**src/rtl/motor_pkg.sv**
```systemverilog
// rtl/motor_pkg.sv - mode, direction, state and lane definitions for the motor drive sequencer
package motor_pkg;

    typedef enum logic [2:0] {
        MODE_STOP  = 3'd0,
        MODE_FWD   = 3'd1,
        MODE_RIGHT = 3'd2,
        MODE_LEFT  = 3'd3,
        MODE_REV   = 3'd4
    } mode_e;

    // Direction codes are the {in1, in2} bridge pin pair.
    typedef enum logic [1:0] {
        DIR_OFF = 2'b00,
        DIR_FWD = 2'b10,
        DIR_REV = 2'b01
    } dir_e;

    typedef enum logic [1:0] {
        ST_IDLE,
        ST_RUN,
        ST_DEAD,
        ST_FAULT
    } state_e;

    // Bit positions within pwm_lanes = {L_L, R_L, L_R, R_R, L_F, R_F}.
    localparam logic [2:0] LANE_R_F = 3'd0;
    localparam logic [2:0] LANE_L_F = 3'd1;
    localparam logic [2:0] LANE_R_R = 3'd2;
    localparam logic [2:0] LANE_L_R = 3'd3;
    localparam logic [2:0] LANE_R_L = 3'd4;
    localparam logic [2:0] LANE_L_L = 3'd5;

    // Unused request codes 5-7 collapse to STOP.
    function automatic mode_e norm_mode(input logic [2:0] raw);
        case (raw)
            3'd1:    return MODE_FWD;
            3'd2:    return MODE_RIGHT;
            3'd3:    return MODE_LEFT;
            3'd4:    return MODE_REV;
            default: return MODE_STOP;
        endcase
    endfunction

    // RIGHT/LEFT are differential-speed turns, so both wheels still run forward.
    function automatic dir_e mode_dir(input mode_e m);
        case (m)
            MODE_FWD, MODE_RIGHT, MODE_LEFT: return DIR_FWD;
            MODE_REV:                        return DIR_REV;
            default:                         return DIR_OFF;
        endcase
    endfunction

    function automatic logic [2:0] lane_r(input mode_e m);
        case (m)
            MODE_RIGHT: return LANE_R_R;
            MODE_LEFT:  return LANE_R_L;
            default:    return LANE_R_F;
        endcase
    endfunction

    function automatic logic [2:0] lane_l(input mode_e m);
        case (m)
            MODE_RIGHT: return LANE_L_R;
            MODE_LEFT:  return LANE_L_L;
            default:    return LANE_L_F;
        endcase
    endfunction

endpackage

```
**src/rtl/fault_filter.sv**
```systemverilog
// rtl/fault_filter.sv - over-current flag synchronizer and consecutive-cycle trip filter
// Ports:
//   clk_i, rst_n_i : clock, asynchronous active-low reset
//   fault_i        : asynchronous over-current flag, active high
//   trip_o         : level, high while FILT_CYC consecutive synced-high cycles have been seen
//   sync_o         : synchronized fault_i level
module fault_filter #(
    parameter int FILT_CYC = 1_000,
    parameter int CNT_W    = 24
) (
    input  logic clk_i,
    input  logic rst_n_i,
    input  logic fault_i,
    output logic trip_o,
    output logic sync_o
);

    localparam logic [CNT_W-1:0] FILT = CNT_W'(FILT_CYC);

    logic             meta_q, sync_q;
    logic [CNT_W-1:0] cnt_q, cnt_d;

    // Any low synced cycle restarts the run; the count saturates at the trip value.
    always_comb begin
        cnt_d = cnt_q;
        if (!sync_q) begin
            cnt_d = '0;
        end else if (cnt_q != FILT) begin
            cnt_d = cnt_q + CNT_W'(1);
        end
    end

    always_ff @(posedge clk_i or negedge rst_n_i) begin
        if (!rst_n_i) begin
            meta_q <= 1'b0;
            sync_q <= 1'b0;
            cnt_q  <= '0;
        end else begin
            meta_q <= fault_i;
            sync_q <= meta_q;
            cnt_q  <= cnt_d;
        end
    end

    assign trip_o = (cnt_q == FILT);
    assign sync_o = sync_q;

endmodule

```
**src/rtl/motor_drive_sequencer.sv**
```systemverilog
// rtl/motor_drive_sequencer.sv - drive-mode sequencer for two H-bridges with dead-time and fault latch
// Ports:
//   clk, rst_n            : clock, asynchronous active-low reset
//   pwm_lanes[5:0]        : {L_L,R_L,L_R,R_R,L_F,R_F} from the PWM generator
//   mode_req/valid/ready  : drive mode request handshake (0 STOP,1 FWD,2 RIGHT,3 LEFT,4 REV)
//   fault_in, fault_clr   : async over-current flag, single-cycle fault clear
//   en_r/en_l             : bridge enables (selected PWM lane, one clk late)
//   in1_*/in2_*           : direction pins, fwd 10, rev 01, off 00
//   active_mode, fault    : mode applied to the bridges, latched fault
module motor_drive_sequencer
    import motor_pkg::*;
#(
    parameter int DEADTIME_CYC   = 2_000_000,
    parameter int FAULT_FILT_CYC = 1_000,
    parameter int CNT_W          = 24
) (
    input  logic       clk,
    input  logic       rst_n,
    input  logic [5:0] pwm_lanes,
    input  logic [2:0] mode_req,
    input  logic       mode_valid,
    output logic       mode_ready,
    input  logic       fault_in,
    input  logic       fault_clr,
    output logic       en_r,
    output logic       en_l,
    output logic       in1_r,
    output logic       in2_r,
    output logic       in1_l,
    output logic       in2_l,
    output logic [2:0] active_mode,
    output logic       fault
);

    localparam logic [CNT_W-1:0] DEAD_LOAD = CNT_W'(DEADTIME_CYC - 1);

    state_e           state_q, state_d;
    mode_e            pend_q, pend_d;
    mode_e            mode_d;
    mode_e            active_mode_q;
    dir_e             dir_q;
    logic [CNT_W-1:0] dead_cnt_q, dead_cnt_d;
    logic             en_r_q, en_l_q, fault_q, ready_q;
    logic             trip, fault_sync, accept;
    mode_e            req;

    fault_filter #(
        .FILT_CYC (FAULT_FILT_CYC),
        .CNT_W    (CNT_W)
    ) u_fault_filter (
        .clk_i    (clk),
        .rst_n_i  (rst_n),
        .fault_i  (fault_in),
        .trip_o   (trip),
        .sync_o   (fault_sync)
    );

    assign accept = mode_valid && ready_q;
    assign req    = norm_mode(mode_req);

    // mode_d is only meaningful when state_d is RUN; in RUN active_mode_q holds the running mode.
    always_comb begin
        state_d    = state_q;
        pend_d     = pend_q;
        dead_cnt_d = dead_cnt_q;
        mode_d     = active_mode_q;
        case (state_q)
            ST_IDLE: begin
                if (accept && req != MODE_STOP) begin
                    state_d = ST_RUN;
                    mode_d  = req;
                end
            end
            ST_RUN: begin
                if (accept) begin
                    if (req == MODE_STOP) begin
                        state_d = ST_IDLE;
                    end else if (mode_dir(req) != mode_dir(active_mode_q)) begin
                        state_d    = ST_DEAD;
                        pend_d     = req;
                        dead_cnt_d = DEAD_LOAD;
                    end else begin
                        mode_d = req;
                    end
                end
            end
            ST_DEAD: begin
                if (dead_cnt_q == '0) begin
                    state_d = ST_RUN;
                    mode_d  = pend_q;
                end else begin
                    dead_cnt_d = dead_cnt_q - CNT_W'(1);
                end
            end
            ST_FAULT: begin
                if (fault_clr && !fault_sync) begin
                    state_d = ST_IDLE;
                end
            end
            default: state_d = ST_IDLE;
        endcase
        // Trip overrides any accept or pending reversal in the same cycle.
        if (trip && state_q != ST_FAULT) begin
            state_d    = ST_FAULT;
            pend_d     = MODE_STOP;
            dead_cnt_d = '0;
        end
    end

    always_ff @(posedge clk or negedge rst_n) begin
        if (!rst_n) begin
            state_q       <= ST_IDLE;
            pend_q        <= MODE_STOP;
            dead_cnt_q    <= '0;
            active_mode_q <= MODE_STOP;
            dir_q         <= DIR_OFF;
            en_r_q        <= 1'b0;
            en_l_q        <= 1'b0;
            fault_q       <= 1'b0;
            ready_q       <= 1'b0;
        end else begin
            state_q    <= state_d;
            pend_q     <= pend_d;
            dead_cnt_q <= dead_cnt_d;
            fault_q    <= (state_d == ST_FAULT);
            ready_q    <= (state_d == ST_IDLE) || (state_d == ST_RUN);
            if (state_d == ST_RUN) begin
                active_mode_q <= mode_d;
                dir_q         <= mode_dir(mode_d);
                en_r_q        <= pwm_lanes[lane_r(mode_d)];
                en_l_q        <= pwm_lanes[lane_l(mode_d)];
            end else begin
                active_mode_q <= MODE_STOP;
                dir_q         <= DIR_OFF;
                en_r_q        <= 1'b0;
                en_l_q        <= 1'b0;
            end
        end
    end

    assign mode_ready  = ready_q;
    assign fault       = fault_q;
    assign active_mode = active_mode_q;
    assign en_r        = en_r_q;
    assign en_l        = en_l_q;
    assign in1_r       = dir_q[1];
    assign in2_r       = dir_q[0];
    assign in1_l       = dir_q[1];
    assign in2_l       = dir_q[0];

endmodule
```
**config.mk**
```make
export PLATFORM = sky130hd
export DESIGN_NAME = motor_drive_sequencer
export DESIGN_NICKNAME = d
export VERILOG_FILES = /design/src/rtl/motor_pkg.sv /design/src/rtl/fault_filter.sv /design/src/rtl/motor_drive_sequencer.sv
export SDC_FILE = /design/constraint.sdc
export NUM_CORES = 1
export LEC_CHECK = 0
export ABC_AREA = 0
export CAP_MARGIN = 20
export CORE_ASPECT_RATIO = 1.25
export CORE_MARGIN = 2
export CORE_UTILIZATION = 59
export CTS_CLUSTER_SIZE = 20
export DETAILED_ROUTE_END_ITERATION = 10
export DONT_BUFFER_PORTS = 1
export PLACE_DENSITY = 0.72
export RECOVER_POWER = 50
export SLEW_MARGIN = 10
export SYNTH_ARGS = -nofsm -noshare
export SYNTH_HDL_FRONTEND = slang
export SYNTH_SLANG_ARGS = --single-unit
```
**constraint.sdc**
```tcl
create_clock -name clk -period 2.9 [get_ports clk]
set_input_delay 0.58 -clock clk [delete_from_list [all_inputs] [get_ports clk]]
set_output_delay 0.58 -clock clk [all_outputs]
set_load 0.02 [all_outputs]
```
==> parameters.txt, run 1 <==
Parameter                              Value

Run status
  Result of the run    finished with violations
  Violations in the final reports    capacitance limit, slew limit

Yosys
  Number of register bits inferred by synthesis    64
  Cells taking the most area after synthesis    sky130_fd_sc_hd__dfrtp_1 (49%), sky130_fd_sc_hd__nor2_1 (7.0%), sky130_fd_sc_hd__xnor2_1 (5.1%)
  Synthesized instance count    337
  Post-synth cell types    52
  Synth top area share    0.4872
  Largest family of logic cells by synthesized area    simple AND/OR/NAND/NOR gates
  Post-Syn Area    0.003287 sq mm
  Post-Synth Adder-Cell Area    0.01142
  Most used DFF post-synth    sky130_fd_sc_hd__dfrtp_1
  Average cell area after synthesis    9.753 sq um
  Post-synthesis xor/xnor area fraction    0.09593
  Ys async rst share    1.000
  Cell type with the largest total area after synthesis    sky130_fd_sc_hd__dfrtp_1
  Synth Area in Compound Gates    0.1115
  Simple-gate area share of the yosys netlist    0.2581
  Share of synthesized area spent on multiplexers    0.01523
  Warnings from Yosys    0
  Total nets after synthesis    354
  Count of flip-flops with a built-in enable after synthesis    0
  Sequential-to-total area share from yosys stat    0.4872

STA
  Headroom to the max-slew limit    -0.02010
  Maximum clock frequency    0.4065 GHz
  Clock skew    0.004054 ns
  Final critical delay including setup and external delays    2.460 ns
  Final Hold Violating Endpoints    0
  Fin crit share    0.8484
  Total negative setup slack    0 ns
  Pins Over Slew Limit    65
  Endpoints failing setup    0
  Slew of the pin with the lowest slew margin    1.530 ns
  Unrepaired setup endpoints after global routing    no

Final layout
  Area grow syn2layout    7.613%
  Filler cell count in the final layout    478
  Antenna diodes    0
  Total number of nets in the final design    362
  Share of layout cells above drive strength 1    0.1003

Floorplan
  I/O pin count    25
  Total number of placement rows    30
  Die width    70.76 microns
  Initial standard-cell utilization of the core    0.6081
  Die Height    87.45 microns
  Core Box Area    0.005405 sq mm
  Area of the die    0.006188 sq mm

Critical path
  Crit. End Element    flop
  Reg2Reg Setup Slack    0.44 ns
  Launch instance of the worst register-to-register path    mode_ready$_DFF_PN0_
  Top Family by Delay on Critical Path    compound AO/OA/AOI/OAI gates
  Capture point of the worst reg-to-reg path    en_l$_DFF_PN0_
  Crit path cell chain    nor4bb_1, a21boi_0, a31o_2, mux2i_1, a21oi_1, mux2i_1, a211oi_2
  Crit path buffers/inverters    0
  Arrival time of the worst setup path    2.67 ns
  CP peak stage delay    0.54 ns
  Worst Path Class, Setup    reg -> reg
  Data required, critical path    3.11 ns
  Worst path most repeated cell    sky130_fd_sc_hd__mux2i_1
  Type of element launching the critical path    flop
  Top fanout value on the critical path    4
  Worst reg2reg path depth    7
  Max stage delay cell, worst path    sky130_fd_sc_hd__nor4bb_1

Global route
  Total Routing Usage GR    0.2331
  Antenna violations before repair    0
  Wire length of the first global-routing pass    11270 microns
  Via count of the first global-routing pass    2525
  Largest net degree at the start of global routing    65
  Leftover overflow at the end of global routing    0

Run
  Max Cap Violations    1

Clocking
  Clock buffers created by TritonCTS    9
  Number of H-tree levels    3
  Post-CTS Resized    0
  TritonCTS clock tree    yes
  Clock insertion delay at the later pin of the skew report    0.33 ns
  Total clock sinks    64
  Buffers from clock root to sink, at most    2
  Clock-pin slew on the worst setup and hold paths    0.07 ns
  Setup bufs post-CTS    0
  Post-cts hold buffer count    1
  Clock tree root buffer cell    sky130_fd_sc_hd__clkbuf_8

Power
  VDD IR max    0.0004032 V
  Power density cells    562.7 mW/mm^2
  Leakage power of the design    1.499 nW
  Overall power consumption    1.990 mW

Routing
  Number of detailed-routing iterations run before antenna repair    4
  Post-DR wirelength/cell    15.45 microns
  DRC violations left    0
  Overall routed net length    6382 microns
  First DRT Iteration DRCs    108
  Total via count after detailed routing    2436
  Vias per Instance    5.898
  Final ANT Viol Nets    0

Min path
  Depth of the worst hold-timing path    0
  Type of the worst min-delay path    in -> reg
  Hold Path End    u_fault_filter.meta_q$_DFF_PN0_
  Origin of the worst min-delay path    fault_in

Place
  GPL Wtd Cong    0.8071
  Final HPWL DP    4435 microns
  Number of buffers inserted by port buffering    0
[stage by stage]
stage	setup slack (ns)	util	hold slack [ns]	instance area, sq um	instances
3_3_place_gp	0.4648	0.6215	0.2856	3359	397
2_1_floorplan	0.6168	-	0.2844	3287	337
4_1_cts	0.4209	0.6586	0.1210	3560	413
6_report	0.4398	0.6544	0.2709	3537	413
5_1_grt	0.2258	0.6544	0.2484	3537	413
3_5_place_dp	0.4334	0.6215	0.2856	3359	397
[area by class of cell]
type / instances / area [sq um] / share of cell area
clock buffer: 12 / 155.1 / 0.04386
clock inverter: 3 / 17.52 / 0.004952
inverter: 8 / 30.03 / 0.008490
multi-input combinational: 257 / 1618 / 0.4574
sequential: 64 / 1602 / 0.4528
tap: 64 / 80.08 / 0.02264
timing repair buffer: 5 / 35.03 / 0.009904
[report_power, final]
part | internal (mW) | switching, mW
registers | 0.963 | 0.0897
logic | 0.101 | 0.164
clock network | 0.349 | 0.323
[flip-flops by register name, summed over array words and instances (netlist names), 2 cells and up]
signal                count
dead_cnt_q               24
pend_q                    3
state_q                   2
dir_q                     2
active_mode               3
u_fault_filter.cnt_q     24
[worst register-to-register path, delay by kind of cell (launching register included)]
| kind | cells | cell delay, ns |
|---|---|---|
| AO/OA/AOI/OAI | 4 | 0.95 |
| AND/OR/NAND/NOR | 1 | 0.54 |
| flip-flops | 1 | 0.49 |
| multiplexers | 2 | 0.37 |
[worst max path at each step]
stage | startpoint | endpoint | slack, ns | cells past startpoint
3_5_place_dp | dead_cnt_q[0]$_DFFE_PN0P_ | en_l$_DFF_PN0_ | 0.43 | 9
3_3_place_gp | mode_ready$_DFF_PN0_ | en_l$_DFF_PN0_ | 0.46 | 7
2_1_floorplan | dead_cnt_q[0]$_DFFE_PN0P_ | en_l$_DFF_PN0_ | 0.62 | 9
4_1_cts | dead_cnt_q[0]$_DFFE_PN0P_ | en_l$_DFF_PN0_ | 0.42 | 9
6_report | mode_ready$_DFF_PN0_ | en_l$_DFF_PN0_ | 0.44 | 7
5_1_grt | dead_cnt_q[0]$_DFFE_PN0P_ | en_l$_DFF_PN0_ | 0.23 | 9
[per-layer routing]
metal / vias up / global-route usage / share of wire
met3: 12 / 0.05556 / 0.033
met4: 0 / 0.09434 / 0.022
met2: 42 / 0.4129 / 0.53
li1: 1192 / - / -
met1: 1190 / 0.2710 / 0.42
met5: - / 0 / 0
[Yosys cell counts (all sizes together), types with 3 or more instances]
cell and n:
or4 3, o21ai 16, nand2b 4, mux2i 5, or3 7, nand2 24, clkbuf 5, xnor2 19
and3 7, nor4 10, and2 3, nand4 7, inv 8, nor2 61, buf 3, nand3 7
xor2 17, dfrtp 64, a211oi 6, ha 3, nor3 9, a21oi 20
[cells by family (layout without fill, tap and decap cells)]
| logic type | after synthesis | in the layout |
|---|---|---|
| flops | 64 | 64 |
| mux | 5 | 5 |
| xor+xnor | 36 | 36 |
| compound gates | 56 | 56 |
| simple gates | 157 | 157 |
| fa+ha+maj | 3 | 3 |
| buf+inv | 16 | 28 |
[layout by cell type, fill, tap and decap left out, types with 3 or more instances in the layout]
cell type and n:
sky130_fd_sc_hd__nor2_1 61, sky130_fd_sc_hd__nor4_1 8, sky130_fd_sc_hd__nor3_1 6, sky130_fd_sc_hd__mux2i_1 5, sky130_fd_sc_hd__nand3_1 7, sky130_fd_sc_hd__xnor2_1 19, sky130_fd_sc_hd__xor2_1 17, sky130_fd_sc_hd__nand2_1 24
sky130_fd_sc_hd__dfrtp_1 64, sky130_fd_sc_hd__or3_1 7, sky130_fd_sc_hd__and2_1 3, sky130_fd_sc_hd__or4_4 3, sky130_fd_sc_hd__a21oi_1 20, sky130_fd_sc_hd__clkbuf_8 11, sky130_fd_sc_hd__nand2b_1 4, sky130_fd_sc_hd__o21ai_1 3
sky130_fd_sc_hd__nand4_1 6, sky130_fd_sc_hd__buf_4 4, sky130_fd_sc_hd__and3_1 7, sky130_fd_sc_hd__inv_1 8, sky130_fd_sc_hd__o21ai_0 13, sky130_fd_sc_hd__a211oi_1 3, sky130_fd_sc_hd__ha_1 3
Power figures use the tool's default switching activity.
==> run 2: changes to the inputs <==
- CORE_UTILIZATION: 59 -> 57
- clock period: 2.9 -> 2.23 ns (I/O delays scaled with it)
==> parameters.txt, run 2 (same netlist as run 1, synthesis figures left out) <==
Parameter                              Value

Clocking
  Clock buffers created by TritonCTS    9 (unchanged)
  Clock tree root buffer cell    sky130_fd_sc_hd__clkbuf_8 (unchanged)
  Number of H-tree levels    3 (unchanged)
  Total clock sinks    64 (unchanged)
  Clock-pin slew on the worst setup and hold paths    0.07 ns (about the same)
  Buffers from clock root to sink, at most    2 (unchanged)
  TritonCTS clock tree    yes (unchanged)
  Clock insertion delay at the later pin of the skew report    0.36 ns (was 0.33 ns)

Critical path
  Top fanout value on the critical path    3 (was 4)
  Worst Path Class, Setup    reg -> reg (unchanged)
  Top Family by Delay on Critical Path    simple AND/OR/NAND/NOR gates (was compound AO/OA/AOI/OAI gates)
  Max stage delay cell, worst path    sky130_fd_sc_hd__or4_4 (was sky130_fd_sc_hd__nor4bb_1)
  Arrival time of the worst setup path    2.55 ns (was 2.67 ns)
  Worst path most repeated cell    sky130_fd_sc_hd__or4_4 (was sky130_fd_sc_hd__mux2i_1)
  Crit path buffers/inverters    1 (was 0)
  CP peak stage delay    0.54 ns (about the same)
  Data required, critical path    2.47 ns (was 3.11 ns)
  Crit path cell chain    or4_4, or4_4, nor3_4, buf_4, nand2_1, nor2_2, xnor2_1, a21oi_1 (was nor4bb_1, a21boi_0, a31o_2, mux2i_1, a21oi_1, mux2i_1, a211oi_2)
  Crit. End Element    flop (unchanged)
  Type of element launching the critical path    flop (unchanged)

Floorplan
  Die width    71.92 microns (was 70.76 microns)
  Die Height    88.90 microns (was 87.45 microns)
  Total number of placement rows    30 (unchanged)
  Initial standard-cell utilization of the core    0.5957 (was 0.6081)
  Area of the die    0.006394 sq mm (was 0.006188 sq mm)
  I/O pin count    25 (unchanged)
  Core Box Area    0.005518 sq mm (was 0.005405 sq mm)

STA
  Final critical delay including setup and external delays    2.313 ns (was 2.460 ns)
  Final Hold Violating Endpoints    0 (unchanged)
  Hold_ws    0.1183 ns (was 0.2709 ns)
  Headroom to the max-slew limit    0.07775 (was -0.02010)
  Slew of the pin with the lowest slew margin    1.383 ns (was 1.530 ns)
  Clock skew    0.007295 ns (was 0.004054 ns)
  Maximum clock frequency    0.4324 GHz (was 0.4065 GHz)
  Pins Over Slew Limit    0 (was 65)
  Total negative setup slack    -0.2590 ns (was 0 ns)
  Endpoints failing setup    6 (was 0)
  Unrepaired setup endpoints after global routing    yes (was no)
  Fin crit share    1.037 (was 0.8484)
  Setup slack after layout    -0.08273 ns (was 0.4398 ns)

Global route
  Via count of the first global-routing pass    2719 (was 2525)
  Leftover overflow at the end of global routing    0 (unchanged)
  Total Routing Usage GR    0.2529 (was 0.2331)
  Wire length of the first global-routing pass    12300 microns (was 11270 microns)
  Grt met2 use    0.4259 (was 0.4129)
  GR peak layer    met2 (unchanged)
  Largest net degree at the start of global routing    65 (unchanged)
  Met3 usage in global routing    0.06088 (was 0.05556)
  Antenna violations before repair    0 (unchanged)
  Global Route met1 Usage    0.3174 (was 0.2710)

Run status
  Result of the run    finished with violations (unchanged)
  Violations in the final reports    setup timing (was capacitance limit, slew limit)

Power
  Leakage power of the design    1.818 nW (was 1.499 nW)
  VDD IR max    0.0007033 V (was 0.0004032 V)
  Power density cells    732.6 mW/mm^2 (was 562.7 mW/mm^2)
  Overall power consumption    3.037 mW (was 1.990 mW)

Final layout
  Share of layout cells above drive strength 1    0.2882 (was 0.1003)
  Final core area utilization    0.7512 (was 0.6544)
  Antenna diodes    0 (unchanged)
  Most frequent cells in the layout    sky130_fd_sc_hd__dfrtp_1 (63), sky130_fd_sc_hd__nor2_1 (55), sky130_fd_sc_hd__buf_4 (50) (was sky130_fd_sc_hd__dfrtp_1 (64), sky130_fd_sc_hd__nor2_1 (61), sky130_fd_sc_hd__nand2_1 (24))
  Final Non-Filler Cells    463 (was 413)
  Most common cell after layout, fill and taps aside    sky130_fd_sc_hd__dfrtp_1 (unchanged)
  Total number of nets in the final design    411 (was 362)
  Filler cell count in the final layout    374 (was 478)
  Area grow syn2layout    26.11% (was 7.613%)
  Top Registers    dead_cnt_q: 24 flops, u_fault_filter.cnt_q: 24 flops (unchanged)
  Post-route cell area    0.004145 sq mm (was 0.003537 sq mm)

Place
  Area of placed instances    0.003666 sq mm (was 0.003359 sq mm)
  Final HPWL DP    4908 microns (was 4435 microns)
  Placed Cells    437 (was 397)
  Worst slack, placed    -0.02880 ns (was 0.4334 ns)
  Number of buffers inserted by port buffering    0 (unchanged)
  GPL Wtd Cong    0.8284 (was 0.8071)

Routing
  Overall routed net length    7332 microns (was 6382 microns)
  First DRT Iteration DRCs    259 (was 108)
  Total via count after detailed routing    2657 (was 2436)
  Vias per Instance    5.739 (was 5.898)
  Post-DR wirelength/cell    15.84 microns (was 15.45 microns)
  Number of detailed-routing iterations run before antenna repair    4 (unchanged)
  Final ANT Viol Nets    0 (unchanged)
  DRC violations left    0 (unchanged)

Min path
  Type of the worst min-delay path    in -> reg (unchanged)

Run
  Max Cap Violations    0 (was 1)
## run 2: layout make-up
cell class / count / area (sq um) / area share
Multi-Input combinational cell: 257 / 1821 / 0.4392
Sequential cell: 64 / 1603 / 0.3867
Timing Repair Buffer: 54 / 412.9 / 0.09961
Clock buffer: 13 / 158.9 / 0.03833
Tap cell: 64 / 80.08 / 0.01932
Clock inverter: 3 / 40.04 / 0.009659
Inverter: 8 / 30.03 / 0.007244
## run 2: power by group
part           switching [mW]  internal, mW  leakage, nW
registers              0.0713          1.25        0.814
clock network           0.442         0.574        0.103
logic                   0.366         0.330        0.900
total                   0.880          2.16         1.82
## run 2: timing repair
item,in CTS,in global routing
resized for setup,1,46
pin swaps,2,12
buffers inserted,2,6
hold buffers,2,0
setup endpoints to repair,9,17
endpoints found under the hold margin,64,0
## run 2: layer usage
metal / routed length [microns] / share of wire
met1: 3172 / 0.43
met3: 190 / 0.026
met2: 3796 / 0.52
met4: 173 / 0.024
met5: 0 / 0
## run 2: path summary, 6_finish.rpt
check	from	end	slack, ns	cells past startpoint
setup / recovery	dead_cnt_q[7]$_DFFE_PN0P_	dead_cnt_q[18]$_DFFE_PN0P_	-0.08	8
hold / removal	fault_in	u_fault_filter.meta_q$_DFF_PN0_	0.12	0
setup reg to reg	dead_cnt_q[7]$_DFFE_PN0P_	dead_cnt_q[18]$_DFFE_PN0P_	-0.08	8
hold reg to reg	u_fault_filter.meta_q$_DFF_PN0_	u_fault_filter.sync_o$_DFF_PN0_	0.35	0
max in group asynchronous	rst_n	dead_cnt_q[18]$_DFFE_PN0P_	0.33	2
min in group asynchronous	rst_n	u_fault_filter.cnt_q[16]$_DFFE_PN0P_	0.96	2
